[config.mk]
export PLATFORM = sky130hd
export DESIGN_NAME = load_store_unit
export DESIGN_NICKNAME = d
export VERILOG_FILES = /design/src/rtl/load_store_unit_pkg.sv /design/src/rtl/load_store_unit.sv
export SDC_FILE = /design/constraint.sdc
export NUM_CORES = 1
export LEC_CHECK = 0
export BUFFER_PORTS_ARGS = -buffer_cell sky130_fd_sc_hd__clkbuf_2
export CAP_MARGIN = 5
export CORE_AREA = 4 4 78 80
export DETAILED_ROUTE_END_ITERATION = 8
export DIE_AREA = 0 0 82 84
export MAX_ROUTING_LAYER = met4
export PLACE_DENSITY = 0.86
export SLEW_MARGIN = 40
export SYNTH_ARGS = -nofsm -noshare
export SYNTH_HDL_FRONTEND = slang
export SYNTH_SLANG_ARGS = --single-unit
[constraint.sdc]
create_clock -name clk_i -period 1.9 [get_ports clk_i]
set_input_delay 0.285 -clock clk_i [delete_from_list [all_inputs] [get_ports clk_i]]
set_output_delay 0.285 -clock clk_i [all_outputs]
set_load 0.01 [all_outputs]
[src/rtl/load_store_unit_pkg.sv]
// Shared decoder definitions: load/store size codes and the helpers that classify them.
package load_store_unit_pkg;

    localparam int unsigned XLEN = 32;
    localparam int unsigned BE_W = XLEN / 8;

    localparam logic [2:0] LDST_B  = 3'd0;
    localparam logic [2:0] LDST_H  = 3'd1;
    localparam logic [2:0] LDST_W  = 3'd2;
    localparam logic [2:0] LDST_BU = 3'd4;
    localparam logic [2:0] LDST_HU = 3'd5;

    typedef enum logic [1:0] {
        ACC_BYTE,
        ACC_HALF,
        ACC_WORD
    } acc_width_e;

    // Size and byte offset remembered from the request cycle for load formatting.
    typedef struct packed {
        logic [2:0] size;
        logic [1:0] offset;
    } ldst_ctx_t;

    // Unknown size codes fall back to a full word access.
    function automatic acc_width_e ldst_width(input logic [2:0] size);
        case (size)
            LDST_B, LDST_BU: return ACC_BYTE;
            LDST_H, LDST_HU: return ACC_HALF;
            default:         return ACC_WORD;
        endcase
    endfunction

    function automatic logic ldst_signed(input logic [2:0] size);
        return (size == LDST_B) || (size == LDST_H);
    endfunction

endpackage

[src/rtl/load_store_unit.sv]
// Load/store unit: one outstanding memory access per two cycles, with byte/half
// lane steering on stores and sign/zero extension on loads.
module load_store_unit
    import load_store_unit_pkg::*;
(
    input  logic        clk_i,
    input  logic        rst_i,
    input  logic        core_req_i,
    input  logic        core_we_i,
    input  logic [2:0]  core_size_i,
    input  logic [31:0] core_addr_i,
    input  logic [31:0] core_wd_i,
    output logic [31:0] core_rd_o,
    output logic        core_stall_o,
    output logic        mem_req_o,
    output logic        mem_we_o,
    output logic [3:0]  mem_be_o,
    output logic [31:0] mem_addr_o,
    output logic [31:0] mem_wd_o,
    input  logic [31:0] mem_rd_i,
    input  logic        mem_ready_i
);

    typedef enum logic {
        S_IDLE,
        S_WAIT
    } state_e;

    state_e     state_q, state_d;
    ldst_ctx_t  ctx_q, ctx_d;
    logic       rsp_valid;
    acc_width_e req_width;
    acc_width_e rsp_width;
    logic [7:0]  rd_byte;
    logic [15:0] rd_half;

    always_ff @(posedge clk_i) begin
        if (rst_i) begin
            state_q <= S_IDLE;
            ctx_q   <= '0;
        end else begin
            state_q <= state_d;
            ctx_q   <= ctx_d;
        end
    end

    // Handshake: request issues in IDLE, response is consumed in WAIT; reset masks everything.
    always_comb begin
        state_d      = state_q;
        ctx_d        = ctx_q;
        mem_req_o    = 1'b0;
        core_stall_o = 1'b0;
        rsp_valid    = 1'b0;
        if (!rst_i) begin
            case (state_q)
                S_IDLE: begin
                    if (core_req_i) begin
                        mem_req_o    = 1'b1;
                        core_stall_o = 1'b1;
                        ctx_d.size   = core_size_i;
                        ctx_d.offset = core_addr_i[1:0];
                        state_d      = S_WAIT;
                    end
                end
                S_WAIT: begin
                    if (mem_ready_i) begin
                        rsp_valid = 1'b1;
                        state_d   = S_IDLE;
                    end else begin
                        core_stall_o = 1'b1;
                    end
                end
                default: state_d = S_IDLE;
            endcase
        end
    end

    assign mem_we_o   = core_we_i;
    assign mem_addr_o = core_addr_i;

    // Store side: replicate the narrow datum on every lane and enable only the addressed bytes.
    always_comb begin
        req_width = ldst_width(core_size_i);
        mem_be_o  = {BE_W{1'b1}};
        mem_wd_o  = core_wd_i;
        case (req_width)
            ACC_BYTE: begin
                mem_be_o = 4'b0001 << core_addr_i[1:0];
                mem_wd_o = {4{core_wd_i[7:0]}};
            end
            ACC_HALF: begin
                mem_be_o = 4'b0011 << {core_addr_i[1], 1'b0};
                mem_wd_o = {2{core_wd_i[15:0]}};
            end
            default: ;
        endcase
    end

    // Load side: pick the lane chosen at request time and extend it to a full word.
    always_comb begin
        rsp_width = ldst_width(ctx_q.size);
        rd_byte   = 8'(mem_rd_i >> {ctx_q.offset, 3'b000});
        rd_half   = 16'(mem_rd_i >> {ctx_q.offset[1], 4'b0000});
        core_rd_o = '0;
        if (rsp_valid) begin
            case (rsp_width)
                ACC_BYTE: core_rd_o = ldst_signed(ctx_q.size) ?
                                      {{(XLEN - 8){rd_byte[7]}}, rd_byte} : 32'(rd_byte);
                ACC_HALF: core_rd_o = ldst_signed(ctx_q.size) ?
                                      {{(XLEN - 16){rd_half[15]}}, rd_half} : 32'(rd_half);
                default:  core_rd_o = mem_rd_i;
            endcase
        end
    end

endmodule

==> results.toml, run 1 <==
[outcome]
outcome = "finished with violations"
violations = "setup timing"

[global_route]
overflow = 0
grt_max_degree = 24
grt_pass1_vias = 1999
antenna_found_initial = 0
track_usage_pct = 17.3
grt_pass1_wl_um = 9250

[yosys]
async_flop_share_pct = 0
synth_top_area_share_pct = 18.9
synth_cell_type_count = 28
synthTopCellsByCount = "55 x nand2_1, 41 x buf_4, 24 x mux2_2"
yosys_register_bits = 6
syn_inst = 238
synth_top_flop_cell = "dfxtp_1"
netlist_area_um2 = 1630
synth_nets = 342
synth_most_common_cell = "nand2_1"
synth_top_cells_by_area = "buf_4 19%, mux2_2 17%, nand2_1 13%"
synth-seq-area-share_pct = 7.38
avgSynthCellArea_um2 = 6.84
synth-edff-count = 0
ys_warn_count = 0
synth_top_area_cell = "buf_4"

[clock_network]
clkLatencyLatePin_ns = 0.22
cts.htree.levels = 1
cts.clk_slew.worst_paths_ns = 0.04
ctsHoldBuffers = 0
clk_path_buf_depth = 2
cts_buffers = 3
tritoncts = "yes"
cts.sinks = 6
cts_root_buffer = "clkbuf_8"

[sta]
min_period_over_period_pct = 106
fmax_mhz = 494
report.final.slew_viol_count = 0
skew_ns = 0.00420
setup_violations = 27
slew_headroom_pct = 75.2
period_needed_ns = 2.02
worst_pin_slew_ns = 0.373
hold_viol = 0
grt_setup_unrepaired = "true"
whs_ns = 0.292
fin_ws_ns = -0.122

[worst_setup_path]
critPathKind = "reg -> out"
worstPathRequired_ns = 1.62
arrival_ns = 1.74
cp_max_fo = 7
r2r_cells = 4
worstSetupEndpointType = "primary output"
ff2ff_setup_slack_ns = 0.93
worst_setup_path_start_kind = "register"

[routing]
drt_iter0_drc = 115
wl_um = 6500
routed_via_density = 4.92
route.detailed.drc = 0
antenna_left = 0
vias = 2065
firstDrtPassIters = 6
wl_per_cell_um = 15.5

[layout]
design_area_um2 = 2460
diodes = 0
area_growth_pct = 51.1
fillers = 526
utilization_pct = 45.5
nets = 454
layout-drive-gt1-share_pct = 62.6

[placement]
dp_slack_ns = 0.0266
numPortBuffers = 144
gp_congestion = 0.827
dp_hpwl_um = 5100
postPlaceCellArea_um2 = 2140

[floorplan]
dieArea_um2 = 6890
fp.dieH_um = 84
die_x_um = 82
initial_core_util_pct = 30.1
ios = 207
fp-row-count = 27
core_um2 = 5410

[pwr]
leakage_uw = 0.00135
peakVddDrop_mv = 0.154
power_density_nw_per_um2 = 357

[min_path]
hold_depth = 3
hold_class = "in -> reg"

[run]
drv_cap = 0
[layer usage]
| metal | vias to the layer above | wire length, um | track usage (%) |
|---|---|---|---|
| li1 | 1003 | - | - |
| met1 | 925 | 2450 | 18.1 |
| met2 | 121 | 3390 | 31.9 |
| met3 | 16 | 549 | 2.38 |
| met4 | 0 | 112 | 6.04 |
| met5 | - | 0 | - |
[where the power goes]
part           leakage, uW  total [uW]  switching [uW]  internal [uW]
clock            0.0000216         193            56.6            136
sequential       0.0000509         146            10.9            135
combinational      0.00128         540             277            262
[repair_timing]
| action | in CTS | in global routing |
|---|---|---|
| buffers inserted | 3 | 2 |
| gates resized for setup | 24 | 37 |
| endpoints found under the setup margin | 32 | 32 |
| pin swaps | 4 | 6 |
| cloned | 1 | 1 |
[sequential cells by signal (all words and copies together) (netlist names)]
signal and flops:
ctx_q 5, state_q 1
[placed cells by master, fill, tap and decap left out, types with 2 or more instances in the layout]
cell | synthesis | final
a21oi_1 | 4 | 3
a221oi_2 | 0 | 8
a222oi_1 | 7 | 7
buf_12 | 0 | 2
buf_4 | 41 | 11
buf_6 | 2 | 13
clkbuf_2 | 1 | 135
clkbuf_8 | 0 | 3
dfxtp_1 | 6 | 3
dfxtp_2 | 0 | 2
inv_1 | 14 | 14
mux2_2 | 24 | 24
mux2i_1 | 11 | 11
nand2_1 | 55 | 46
nand2_2 | 0 | 5
nand2_4 | 0 | 4
nor2_1 | 19 | 19
nor2b_1 | 3 | 3
o21ai_0 | 15 | 10
o21ai_1 | 0 | 4
o21bai_1 | 4 | 4
[per-stage QoR]
| step | total power, uW | cells | TNS [ns] |
|---|---|---|---|
| after detailed placement | 621 | 410 | 0 |
| final | 879 | 420 | -2.15 |
| after global placement | 614 | 410 | 0 |
| after CTS | 857 | 417 | -2.20 |
| after global routing | 936 | 420 | -3.73 |
| after floorplan | 485 | 238 | 0 |
[area by class of cell]
cell class | count | area (um^2) | share of cell area (%)
multi-input cells | 162 | 1170 | 47.8
clock buffers | 3 | 41.3 | 1.68
well taps | 72 | 90.1 | 3.66
flip-flops and latches | 6 | 126 | 5.14
repair buffers | 163 | 975 | 39.6
inverters | 14 | 52.6 | 2.14
[worst paths after layout]
check | startpoint | endpoint
worst max-delay path | ctx_q[1] | core_rd_o[27]
worst min register to register | ctx_q[0] | ctx_q[0]
worst max register to register | state_q | ctx_q[0]
worst min-delay path | core_size_i[2] | ctx_q[4]
[worst max-delay path, stage by stage (launching register included)]
cell and delay, ns:
dfxtp_4 0.36, mux2_4 0.32, a22o_4 0.28, o21ai_4 0.20, buf_6 0.17, nand2_1 0.05, buf_2 0.13
[cell families (layout without fill, tap and decap cells)]
kind of cell    Yosys count  after routing  share of synthesized area [%]
compound gates           43             43                           20.3
buf+inv                  70            180                           26.9
flops                     6              6                           7.38
mux                      36             36                           24.3
simple gates             83             83                           21.1
No activity file was read; power rests on OpenSTA's default activity.
==> inputs of run 2 (changes only) <==
Settings changed: CORE_AREA 4 4 78 80 to 2 2 80 82, PLACE_DENSITY 0.86 to 0.79, REMOVE_ABC_BUFFERS set to 1.
==> run 2 against run 1 <==
  * The flow still finishes with violations (setup timing)
  * Final area decreased by 4.3%
  * Maximum frequency increased by 1.1%
  * Global-route usage increased by 1.1 points
  * Combinational power decreased by 2%
  * Critical path type unchanged
  * Highest routed layer unchanged
==> results.toml, run 2 (same netlist as run 1, synthesis figures left out) <==
[outcome]
outcome = "finished with violations"
violations = "setup timing"

[clock_network]
clk_path_buf_depth = 2
cts_buffers = 3
ctsHoldBuffers = 0
clkLatencyLatePin_ns = 0.22
cts.htree.levels = 1
tritoncts = "yes"
cts.clk_slew.worst_paths_ns = 0.03
cts.sinks = 6
cts_root_buffer = "clkbuf_8"

[global_route]
grt_max_degree = 24
overflow = 0
grt_pass1_vias = 1929
track_usage_pct = 18.4
antenna_found_initial = 0
grt_pass1_wl_um = 9270

[worst_setup_path]
cp_max_fo = 15
worst_setup_path_start_kind = "register"
critPathKind = "reg -> out"
worstPathRequired_ns = 1.62
arrival_ns = 1.72
worstSetupEndpointType = "primary output"

[placement]
numPortBuffers = 144
gp_congestion = 0.753
dp_hpwl_um = 5430

[routing]
wl_um = 6630
wl_per_cell_um = 15.6
antenna_left = 0
vias = 2090
route.detailed.drc = 0
drt_iter0_drc = 93
firstDrtPassIters = 4
routed_via_density = 4.93

[sta]
fmax_mhz = 500
setup_violations = 24
fin_ws_ns = -0.101
min_period_over_period_pct = 105
grt_setup_unrepaired = "true"
fin_setup_tns_ns = -1.96
period_needed_ns = 2.00
hold_viol = 0
skew_ns = 0.000382
slew_headroom_pct = 76.9
worst_pin_slew_ns = 0.347
report.final.slew_viol_count = 0

[layout]
largest-register = "ctx_q"
diodes = 0
layout-drive-gt1-share_pct = 59.7
utilization_pct = 38.6
layout_commonest_cell = "clkbuf_2"
reg_top3 = "ctx_q (5), state_q (1)"
largest_reg_flops = 5
final_cell_mix = "144 x clkbuf_2, 55 x nand2_1, 23 x mux2_2, 19 x nor2_1, 15 x o21ai_0"
area_growth_pct = 44.7
nets = 453

[floorplan]
fp-row-count = 29
die_x_um = 82
fp.dieH_um = 84
core_um2 = 6100
initial_core_util_pct = 26.7
dieArea_um2 = 6890
ios = 207

[run]
drv_cap = 0

[pwr]
power.total_uw = 858
power_density_nw_per_um2 = 364
peakVddDrop_mv = 0.142
leakage_uw = 0.00134

[min_path]
hold_class = "in -> reg"
[run 2: area by class of cell]
class	count	area, um^2
Timing Repair Buffer	162	896
Fill cell	625	3740
Tap cell	77	96.3
Clock buffer	3	41.3
Inverter	14	52.6
Multi-Input combinational cell	162	1140
Sequential cell	6	125
[run 2: per-layer routing]
layer	GRT usage, %	vias to the layer above	wire length, um
li1	-	997	-
met1	19.8	929	2610
met2	31.0	161	3040
met3	9.20	3	950
met4	2.27	0	25
met5	-	-	0
[run 2: path summary, 6_finish.rpt]
check | slack [ns] | depth (start not counted) | to | from
hold / removal | 0.31 | 3 | ctx_q[4] | core_size_i[2]
setup / recovery | -0.10 | 6 | core_rd_o[22] | ctx_q[1]
setup reg to reg | 0.87 | 4 | ctx_q[3] | state_q
hold reg to reg | 0.54 | 2 | ctx_q[1] | ctx_q[1]
[run 2: what timing repair did]
action                                  4_1_cts  5_1_grt
pin swaps                                     5        0
setup buffers                                 3        1
gates resized for setup                      18        2
endpoints found under the setup margin       32       32
[run 2: where the power goes]
group	total [uW]	internal (uW)	switching [uW]
Combinational	527	256	270
Clock	188	136	52.6
Sequential	143	135	7.67
[run 2: per-stage QoR]
stage	hold slack (ns)	std cells	setup WS [ns]	instance area, um^2
after floorplan	0.357	182	-0.195	1240
after global placement	0.522	417	0.0283	2180
after detailed placement	0.536	417	0.0137	2180
after CTS	0.307	423	-0.0937	2340
after global routing	0.314	424	-0.167	2350
final	0.308	424	-0.101	2350
[run 2: critical path, cell delays in order (launching register included)]
cell,delay [ns]
dfxtp_4,0.37
mux2_4,0.32
a22o_4,0.28
o21ai_4,0.18
buf_12,0.16
nand2_1,0.07
clkbuf_2,0.12
